<file path="src/rtl/uart_param_tx_pkg.sv">
// Shared UART packet definitions: FSM states, packet length and default header.
package uart_param_tx_pkg;

  typedef enum logic {
    IDLE = 1'b0,
    SEND = 1'b1
  } state_t;

  localparam int PKT_LEN = 15;
  localparam logic [7:0] DEFAULT_HEADER = 8'hA5;

endpackage

</file>
<file path="src/rtl/uart_param_tx_if.sv">
// Byte stream towards the UART transmitter (valid/ready handshake).
interface uart_param_tx_if;

  logic [7:0] to_uart_data;
  logic       to_uart_valid;
  logic       to_uart_error;
  logic       to_uart_ready;

  modport master (
    output to_uart_data,
    output to_uart_valid,
    output to_uart_error,
    input  to_uart_ready
  );

  modport slave (
    input  to_uart_data,
    input  to_uart_valid,
    input  to_uart_error,
    output to_uart_ready
  );

endinterface

</file>
<file path="src/rtl/uart_param_byte_sel.sv">
// Combinational packet byte selector: header, selector, three big-endian words, XOR checksum.
module uart_param_byte_sel
  import uart_param_tx_pkg::*;
(
  input  logic [7:0]  header,
  input  logic [7:0]  sig_num,
  input  logic [31:0] adder,
  input  logic [31:0] amplitude,
  input  logic [31:0] sig,
  input  logic [3:0]  idx,
  output logic [7:0]  byte_out
);

  // Payload bytes 0..13; the checksum is kept separate so it never feeds back into the array.
  logic [7:0] pkt [PKT_LEN-1];
  logic [7:0] chk;

  assign pkt[0] = header;
  assign pkt[1] = sig_num;

  genvar gi;
  generate
    for (gi = 0; gi < 4; gi++) begin : g_words
      assign pkt[2 + gi]  = adder[31 - 8*gi -: 8];
      assign pkt[6 + gi]  = amplitude[31 - 8*gi -: 8];
      assign pkt[10 + gi] = sig[31 - 8*gi -: 8];
    end
  endgenerate

  always_comb begin
    chk = 8'h00;
    for (int i = 0; i < PKT_LEN - 1; i++) begin
      chk = chk ^ pkt[i];
    end
  end

  always_comb begin
    byte_out = 8'h00;
    for (int i = 0; i < PKT_LEN - 1; i++) begin
      if (idx == 4'(i)) begin
        byte_out = pkt[i];
      end
    end
    if (idx == 4'(PKT_LEN - 1)) begin
      byte_out = chk;
    end
  end

endmodule

</file>
<file path="src/rtl/uart_param_tx.sv">
// Parameter snapshot packetiser: on start, freezes the inputs and streams a 15-byte packet.
module uart_param_tx
  import uart_param_tx_pkg::*;
#(
  parameter logic [7:0] HEADER = DEFAULT_HEADER
) (
  input  logic                   clk,
  input  logic                   reset,
  input  logic                   start,
  input  logic [7:0]             signalNumber,
  input  logic [31:0]            adder,
  input  logic [31:0]            amplitude,
  input  logic [31:0]            signal,
  uart_param_tx_if.master        tx,
  output logic                   busy,
  output logic                   done
);

  state_t      state_q, state_d;
  logic [3:0]  idx_q, idx_d;
  logic        done_q, done_d;
  logic [7:0]  sig_num_q, sig_num_d;
  logic [31:0] adder_q, adder_d;
  logic [31:0] amplitude_q, amplitude_d;
  logic [31:0] signal_q, signal_d;
  logic [7:0]  sel_byte;

  uart_param_byte_sel u_byte_sel (
    .header    (HEADER),
    .sig_num   (sig_num_q),
    .adder     (adder_q),
    .amplitude (amplitude_q),
    .sig       (signal_q),
    .idx       (idx_q),
    .byte_out  (sel_byte)
  );

  always_comb begin
    state_d     = state_q;
    idx_d       = idx_q;
    done_d      = 1'b0;
    sig_num_d   = sig_num_q;
    adder_d     = adder_q;
    amplitude_d = amplitude_q;
    signal_d    = signal_q;
    case (state_q)
      IDLE: begin
        if (start) begin
          sig_num_d   = signalNumber;
          adder_d     = adder;
          amplitude_d = amplitude;
          signal_d    = signal;
          idx_d       = 4'd0;
          state_d     = SEND;
        end
      end
      SEND: begin
        // start is deliberately not looked at here, so requests while busy are dropped.
        if (tx.to_uart_ready) begin
          if (idx_q == 4'(PKT_LEN - 1)) begin
            idx_d   = 4'd0;
            done_d  = 1'b1;
            state_d = IDLE;
          end else begin
            idx_d = idx_q + 4'd1;
          end
        end
      end
      default: state_d = IDLE;
    endcase
  end

  always_ff @(posedge clk) begin
    if (!reset) begin
      state_q     <= IDLE;
      idx_q       <= 4'd0;
      done_q      <= 1'b0;
      sig_num_q   <= 8'h00;
      adder_q     <= 32'h0;
      amplitude_q <= 32'h0;
      signal_q    <= 32'h0;
    end else begin
      state_q     <= state_d;
      idx_q       <= idx_d;
      done_q      <= done_d;
      sig_num_q   <= sig_num_d;
      adder_q     <= adder_d;
      amplitude_q <= amplitude_d;
      signal_q    <= signal_d;
    end
  end

  // Data is zero outside a packet; inside, it depends only on snapshot and index.
  assign tx.to_uart_data  = (state_q == SEND) ? sel_byte : 8'h00;
  assign tx.to_uart_valid = (state_q == SEND);
  assign tx.to_uart_error = 1'b0;
  assign busy             = (state_q == SEND);
  assign done             = done_q;

endmodule

</file>
<file path="src/flat_wrapper.sv">
// flat-port wrapper written by rule: the top's interface ports become plain ports
module uart_param_tx_flat import uart_param_tx_pkg::*;
#(
  parameter logic [7:0] HEADER = DEFAULT_HEADER
)
  (clk, reset, start, signalNumber, adder, amplitude, signal, busy, done, tx_to_uart_data, tx_to_uart_valid, tx_to_uart_error, tx_to_uart_ready);
  uart_param_tx_if tx_i ();
  input  logic clk;
  input  logic reset;
  input  logic start;
  input  logic [7:0] signalNumber;
  input  logic [31:0] adder;
  input  logic [31:0] amplitude;
  input  logic [31:0] signal;
  output logic busy;
  output logic done;
  output wire logic [$bits(tx_i.to_uart_data)-1:0] tx_to_uart_data;
  output wire logic [$bits(tx_i.to_uart_valid)-1:0] tx_to_uart_valid;
  output wire logic [$bits(tx_i.to_uart_error)-1:0] tx_to_uart_error;
  input wire logic [$bits(tx_i.to_uart_ready)-1:0] tx_to_uart_ready;
  assign tx_to_uart_data = tx_i.to_uart_data;
  assign tx_to_uart_valid = tx_i.to_uart_valid;
  assign tx_to_uart_error = tx_i.to_uart_error;
  assign tx_i.to_uart_ready = tx_to_uart_ready;
  uart_param_tx #(.HEADER(HEADER)) u_core (.clk(clk), .reset(reset), .start(start), .signalNumber(signalNumber), .adder(adder), .amplitude(amplitude), .signal(signal), .tx(tx_i), .busy(busy), .done(done));
endmodule
</file>
<file path="config.mk">
export PLATFORM = sky130hd
export DESIGN_NAME = uart_param_tx_flat
export DESIGN_NICKNAME = d
export VERILOG_FILES = /design/src/rtl/uart_param_tx_pkg.sv /design/src/rtl/uart_param_tx_if.sv /design/src/rtl/uart_param_byte_sel.sv /design/src/rtl/uart_param_tx.sv /design/src/flat_wrapper.sv
export SDC_FILE = /design/constraint.sdc
export NUM_CORES = 1
export LEC_CHECK = 0
export CAP_MARGIN = 30
export CELL_PAD_IN_SITES_DETAIL_PLACEMENT = 1
export CELL_PAD_IN_SITES_GLOBAL_PLACEMENT = 1
export CORE_MARGIN = 2
export CORE_UTILIZATION = 40
export DETAILED_ROUTE_END_ITERATION = 6
export PLACE_DENSITY = 0.93
export SLEW_MARGIN = 20
export SYNTH_ARGS = -nofsm -noshare
export SYNTH_HDL_FRONTEND = slang
export SYNTH_SLANG_ARGS = --single-unit
</file>
<file path="constraint.sdc">
create_clock -name clk -period 4.2 [get_ports clk]
set_input_delay 0.84 -clock clk [delete_from_list [all_inputs] [get_ports clk]]
set_output_delay 0.84 -clock clk [all_outputs]
set_load 0.01 [all_outputs]
</file>
**Yosys cells after proc, flatten, opt, wreduce, memory -nomap -nowiden**

Index checks and enable logic that the tools add are counted.

- Flip-flop bits (word level): 110
- Bits in latches: 0
- RAM bits: 0
- Bits in read-only memories: 0
- Memories: 0

- $add $sub $neg: 1
- Multipliers: 0
- Divide/modulo/power cells: 0
- Magnitude comparators: 0
- Equal/unequal tests: 16
- Shifts and indexed selects: 0
- Mux-type cells: 25
- Bitwise gates (word level): 14
- Reduce and logical (&&, ||, !) cells: 4

Operators with widths:

| cell | number |
|---|---|
| two-way mux 8 bit | 16 |
| XOR 8 bit | 12 |
| equality test 4 bit, second input constant | 7 |
| equality test 4 x 3 -> 1 bit, second input constant | 4 |
| two-way mux 4 bit | 3 |
| equality test 4 x 2 -> 1 bit, second input constant | 2 |
| one-hot mux 4 bit (2 select lines) | 1 |
| adder 4 x 1 -> 4 bit, second input constant | 1 |
| equality test 4 x 1 -> 1 bit, second input constant | 1 |
| logical NOT 4 bit | 1 |
| two-way mux 1 bit | 4 |
| != test 2 bit, second input constant | 2 |
| NOT 4 bit | 1 |
| AND reduction 2 bit | 2 |
| AND reduction 3 bit | 1 |
| one-hot mux 1 bit (2 select lines) | 1 |
| NOT 1 bit | 1 |

**Logic depth before layout (Yosys ltp)**

Gate-level depths: netlist of the first run.

- Word-level depth: 17
- Gate-level depth with buffers: 8
- Gate-level depth less buffers: 5

**Cells and area by module**

From an unflattened synthesis of the first run, not the netlist that was laid out.

- Cell total of the unflattened synthesis: 811
- Area, all modules: 6341.1 µm²

Modules (own cells, without submodules):

| module | instances | cells an instance | area an instance (µm²) | sequential area each (µm²) |
|---|---|---|---|---|
| uart_param_tx | 1 | 498 | 3937.5 | 2202.1 |
| uart_param_byte_sel | 1 | 313 | 2403.6 | 0.0 |

**Worst setup path after synthesis of the first run**

No wires, ideal clock.

- Path type: flip-flop to output port
- Start point: reg u_core.idx_q[3]
- End point: out tx_to_uart_data[0]
- Arrival time: 1.628 ns
- Setup slack: 1.732 ns
- Cell stages (with the launch flop): 8
- Path buffers: 2
- Cells stage by stage: dfxtp_1 > buf_4 > or3b_1 > buf_6 > a21oi_4 > a21oi_1 > a221o_1 > a211oi_2

- Word-level cells in the longest chain between the ends: 17
- Elaborated cells between the ends (all ways): 31

Ends and longest elaborated chain:

| item | RTL line | source |
|---|---|---|
| start: declaration | uart_param_tx.sv:20 | `logic [3:0] idx_q, idx_d;` |
| start signal: assignment | uart_param_tx.sv:84 | `idx_q <= idx_d;` |
| logical NOT 4 bit | uart_param_byte_sel.sv:40 | `if (idx == 4'(i)) begin` |
| two-way mux 8 bit (14 in a row) | uart_param_byte_sel.sv:40 |  |
| two-way mux 8 bit (*) | uart_param_byte_sel.sv:44 | `if (idx == 4'(PKT_LEN - 1)) begin` |
| two-way mux 8 bit (*) | uart_param_tx.sv:94 | `assign tx.to_uart_data = (state_q == SEND) ? sel_byte : 8'h00;` |
| end: declaration | flat_wrapper.sv:17 | `output wire logic [$bits(tx_i.to_uart_data)-1:0] tx_to_uart_data;` |

Every way passes the cells marked *; elsewhere a longest branch is shown, timed or not.

**Worst setup path after layout of the first run**

- Start point: reg u_core.idx_q[0]
- End point: out tx_to_uart_data[7]

The elaborated chain is that of the path after synthesis.

==> impl_metrics.toml, run 1 <==
[run_status]
status = "complete, no violations"

[critical_path]
start_kind = "flop"
crit_type = "flop to output pin"
end_kind = "output pin"
cp_max_fo = 34
cp.arrival_ns = 2.98
max_stage_delay_ns = 0.66
cp_cell_sequence = "buf_4, nand2b_1, o221a_1, o22ai_1, a22oi_1, o211a_1, clkdlybuf4s50_1"
critPathRequiredTime_ns = 3.36
critPathBufInv = 2
critPathSlowestCell = "dfxtp_2"
r2r_slack_ns = 1.81
critPathTopFamily = "buffers and inverters"
crit_start = "u_core.idx_q[0]"
timing.rr.start = "u_core.busy"

[power]
peakVddDrop_v = 0.000237
p_leak_nw = 2.69
p_total_mw = 2.61
powerDensity_nw_per_um2 = 345

[die]
die_x_um = 127
die-height_um = 127
core_um2 = 14600
io_pins = 120
die-area_um2 = 16100
rows = 44
initial_core_util_pct = 41.1

[route]
routed_wl_um = 20300
via_per_inst = 5.58
drtIter0Drc = 506
ant_nets = 0
firstDrtPassIters = 6
vias = 5817
routedWlPerCell_um = 19.4
drc = 0

[synth]
yosys-top-cells-area = "dfxtp_1, nand2_1, a21oi_1, xnor2_1, xnor3_1"
synth_edf_count = 0
synth_ff_type = "dfxtp_1"
syn-mean-instance-area_um2 = 7.77
syn-instance-count = 776
synth_fp_nets = 884
synth.area.mux_share_pct = 2.43
synth_xor_area_share_pct = 14.8
synth_seq_cells = 110
syn_area_um2 = 6030
synthSimpleGateAreaFrac_pct = 19.2
synth_top_family_by_area = "compound AO/OA/AOI/OAI gates"
yosysTopAreaCellShare_pct = 36.5
synthTopCellsByCount = "nand2_1, a21oi_1, dfxtp_1"
synth-async-reset-ratio_pct = 0
synth_compound_area_share_pct = 21.8
ys_warn_count = 0
synth_cell_types = 57
seq_area_frac_synth_pct = 36.5
yosysTopAreaCell = "dfxtp_1"
synth_fa_ha_area_share_pct = 0
synth.most_common_cell = "nand2_1"

[sta]
max_freq_mhz = 262
setup_violations = 0
slew_viol_final = 0
whs_ns = 0.467
rsz0062_at_grt = "no"
fin_setup_tns_ns = 0
period_share_pct = 91.0
worst_pin_slew_ns = 0.888
fin_worst_skew_ns = 0.00661
min_period_ns = 3.82
hold_viol = 0
maxSlewHeadroom_pct = 40.8
worst_slack_ns = 0.378

[layout]
diodes = 0
postLayoutCellArea_um2 = 7580
multi_input_area_um2 = 3520
layoutNonFillerInstCount = 1043
drive_above_1_share_pct = 4.54
fill_cells = 1781
final_net_count = 962
seqCellArea_um2 = 2200
area_delta_synth_final_pct = 25.8
post-route-util_pct = 51.8

[hold_path]
min-delay-start = "u_core.sig_num_q[5]"
min_path_type = "flop to flop"

[global_routing]
first_global_vias = 5890
grt_usage_pct = 25.7
antenna_found_initial = 0
grt_pass1_wl_um = 32100
grt_max_degree = 63
overflow = 0

[clock_network]
root_buffer = "clkbuf_16"
post_cts_buffers = 0
clock_latency_ns = 0.36
h-tree-depth = 3
ctsResizeCount = 0
cts_tree = "built"
clock_sinks = 110
cts_hold_buffers = 0
path_clk_slew_ns = 0.07
cts_buffers = 9
cts.path.max_buffers = 2

[placement]
hpwl_um = 15000
portBuffers = 118
preCtsSetupSlack_ns = 0.840
placed_cell_area_um2 = 7280
gp_congestion = 0.943
placed_cells = 1027

[run]
maxCapViolCount = 0
cell type report:
type	instances	share of cell area (%)
clock buffers	13	3.43
clock inverters	3	0.561
inverters	6	0.297
multi-input cells	597	46.5
flip-flops and latches	110	29.1
well taps	184	3.04
repair buffers	130	17.1
cell families after synthesis:
family          Yosys count
xor+xnor                 86
simple gates            280
flops                   110
buf+inv                  69
other cells               1
mux                      13
compound gates          217
tightest hold or removal path: stages, from the launching register on:
cell and delay (ns):
dfxtp_1 0.32, nand2_1 0.05, a21oi_1 0.05
worst paths after layout:
| path | end | cells past startpoint |
|---|---|---|
| setup / recovery | tx_to_uart_data[7] | 7 |
| hold / removal | u_core.sig_num_q[5] | 2 |
| setup reg to reg | u_core.signal_q[17] | 4 |
| hold reg to reg | u_core.sig_num_q[5] | 2 |
placed cells by master (no fill, tap or decap), types with 3 or more instances in the layout:
cell             synthesis  final
xnor3_1                 10     10
o22ai_1                  4      4
o21a_1                   4      4
buf_4                    7     10
nor2b_1                  8      7
nor2_1                  21     21
a32o_1                   3      3
a32oi_1                  3      3
a211oi_1                 5      5
a21o_1                   3      3
clkdlybuf4s50_1          0    118
o211a_1                  3      3
mux2_1                   3      3
xor2_1                  12     12
mux2i_1                  9      9
a21oi_1                131    131
a22o_1                   6      6
nand2_1                214    214
or3_1                    3      3
nand3_1                  5      5
o21ai_1                 12     12
nor3_1                  10     10
dfxtp_1                110    109
a221oi_1                 3      3
xnor2_1                 64     64
o21ai_0                 12     12
nand2b_1                11     10
inv_2                    4      4
a22oi_1                  5      5
clkbuf_16                0      9
o32ai_1                  3      3
per-layer routing:
layer | share of wire (%) | track usage (%) | vias to the layer above
met3 | 5.5 | 3.75 | 44
met5 | 0 | 0 | -
li1 | - | - | 2782
met1 | 45 | 34.1 | 2770
met4 | 3.7 | 11.6 | 0
met2 | 46 | 41.6 | 221
power by group:
group	switching (mW)	leakage (nW)	total, mW	internal (mW)
Combinational	0.241	1.65	0.542	0.301
Clock	0.391	0.146	0.886	0.495
Sequential	0.0844	0.903	1.19	1.10
sequential cells by signal (all words and copies together) (netlist names):
signal,flops
u_core.adder_q,32
u_core.signal_q,32
u_core.busy,1
u_core.idx_q,4
u_core.sig_num_q,8
u_core.done,1
u_core.amplitude_q,32
Power figures use the tool's default switching activity.
==> run 2: changes to the inputs <==
clock period = 4.45 ns   (was 4.2 ns; I/O delays follow)
==> run 2 against run 1 <==
Non-clock buffer count rose by 1. Flip-flop and latch count did not move. Largest cell class unchanged. Critical endpoint is now tx_to_uart_data[0]. Hold slack improved by 0.0056 ns.
==> impl_metrics.toml, run 2 (synthesis gave the netlist of run 1 again) <==
[sta]
setup_violations = 0
slew_viol_final = 0
fin_setup_tns_ns = 0
rsz0062_at_grt = "no"
maxSlewHeadroom_pct = 45.9
worst_pin_slew_ns = 0.812
worst_slack_ns = 0.520
hold_viol = 0
fin_worst_skew_ns = 0.00429
min_period_ns = 3.93
max_freq_mhz = 254
period_share_pct = 88.3

[clock_network]
root_buffer = "clkbuf_16"
clock_sinks = 110
path_clk_slew_ns = 0.07
ctsResizeCount = 0
cts_tree = "built"
h-tree-depth = 3
cts.path.max_buffers = 2
post_cts_buffers = 0
clock_latency_ns = 0.36
cts_buffers = 9
cts_hold_buffers = 0

[placement]
gp_congestion = 0.916
preCtsSetupSlack_ns = 0.953
portBuffers = 118
placed_cell_area_um2 = 7280
hpwl_um = 14900

[route]
via_per_inst = 5.53
ant_nets = 0
drc = 0
firstDrtPassIters = 7
routed_wl_um = 19900
drtIter0Drc = 380
vias = 5769
routedWlPerCell_um = 19.1

[critical_path]
critPathRequiredTime_ns = 3.56
max_stage_delay_ns = 0.85
cp_max_fo = 42
cp_cell_sequence = "nor2b_1, a22o_1, a21oi_1, a221o_1, a211oi_2, clkdlybuf4s50_1"
crit_type = "flop to output pin"
critPathTopFamily = "flip-flops"
end_kind = "output pin"
critPathSlowestCell = "dfxtp_2"
start_kind = "flop"
critPathBufInv = 1
cp.arrival_ns = 3.04

[die]
core_um2 = 14600
die-height_um = 127
io_pins = 120
initial_core_util_pct = 41.1
die_x_um = 127
die-area_um2 = 16100
rows = 44

[power]
seqPwrFrac_pct = 46.8
p_comb_share_pct = 21.3
powerDensity_nw_per_um2 = 316
switching_share_pct = 27.7
p_total_mw = 2.40
clkPwrFrac_pct = 31.9
p_leak_nw = 2.70
peakVddDrop_v = 0.000220
p_int_mw = 1.73
p_sw_mw = 0.664

[global_routing]
grt_max_degree = 105
grt_usage_pct = 25.1
first_global_vias = 5643
grt_pass1_wl_um = 31100
antenna_found_initial = 0
overflow = 0

[layout]
postLayoutCellArea_um2 = 7580
area_delta_synth_final_pct = 25.8
top_regs = "u_core.adder_q x32, u_core.amplitude_q x32, u_core.signal_q x32"
fill_cells = 1780
final_net_count = 963
diodes = 0
layout_commonest_cell = "nand2_1"
drive_above_1_share_pct = 4.77
post-route-util_pct = 51.8
final_cell_mix = "nand2_1, a21oi_1, clkdlybuf4s50_1"

[run_status]
status = "complete, no violations"

[hold_path]
min_path_type = "flop to flop"

[run]
maxCapViolCount = 0
-- run 2: changes by cell type in the layout (fill, tap and decap cells not counted) --
cell       previous run  this run
bufinv_16             1         0
buf_16                0         1
clkinv_2              1         3
clkbuf_1              2         0
-- run 2: metrics by stage --
| stage | hold WS [ns] | cells |
|---|---|---|
| 6_report | 0.473 | 1043 |
| 5_1_grt | 0.509 | 1043 |
| 4_1_cts | 0.471 | 1042 |
| 3_5_place_dp | 0.460 | 1027 |
| 3_3_place_gp | 0.443 | 1026 |
| 2_1_floorplan | 0.436 | 776 |
-- run 2: worst min-delay path, stage by stage, from the launching register on --
cell     delay [ns]
dfxtp_1        0.32
nand2_1        0.05
a21oi_1        0.06
-- run 2: worst paths after layout --
check                   endpoint  slack, ns  cells after the start           startpoint
max           tx_to_uart_data[0]       0.52                      6      u_core.idx_q[0]
max reg2reg      u_core.idx_q[2]       2.44                      3      u_core.idx_q[0]
min          u_core.sig_num_q[5]       0.47                      2  u_core.sig_num_q[5]
min reg2reg  u_core.sig_num_q[5]       0.47                      2  u_core.sig_num_q[5]
-- run 2: layout make-up --
type / instances / area [um2] / area share [%]
clock inverters: 4 / 22.5 / 0.297
well taps: 184 / 230 / 3.04
repair buffers: 131 / 1320 / 17.5
multi-input cells: 597 / 3520 / 46.5
flip-flops and latches: 110 / 2200 / 29.1
clock buffers: 11 / 253 / 3.33
inverters: 6 / 22.5 / 0.297
-- run 2: power by group through the flow --
stage | combinational (mW) | sequential [mW] | clock, mW
after floorplan | 0.338 | 1.10 | 0
after global placement | 0.493 | 1.14 | 0
after detailed placement | 0.506 | 1.14 | 0
after CTS | 0.511 | 1.12 | 0.775
after global routing | 0.556 | 1.13 | 0.813
final | 0.511 | 1.12 | 0.764
-- run 2: routing by layer --
layer | part of all wire (%) | track usage [%] | routed length (um) | vias up
met5 | 0 | 0 | 0 | -
met1 | 46 | 34.0 | 9210 | 2770
met2 | 46 | 41.2 | 9230 | 192
li1 | - | - | - | 2781
met4 | 2.1 | 6.66 | 416 | 0
met3 | 5.4 | 4.72 | 1090 | 26
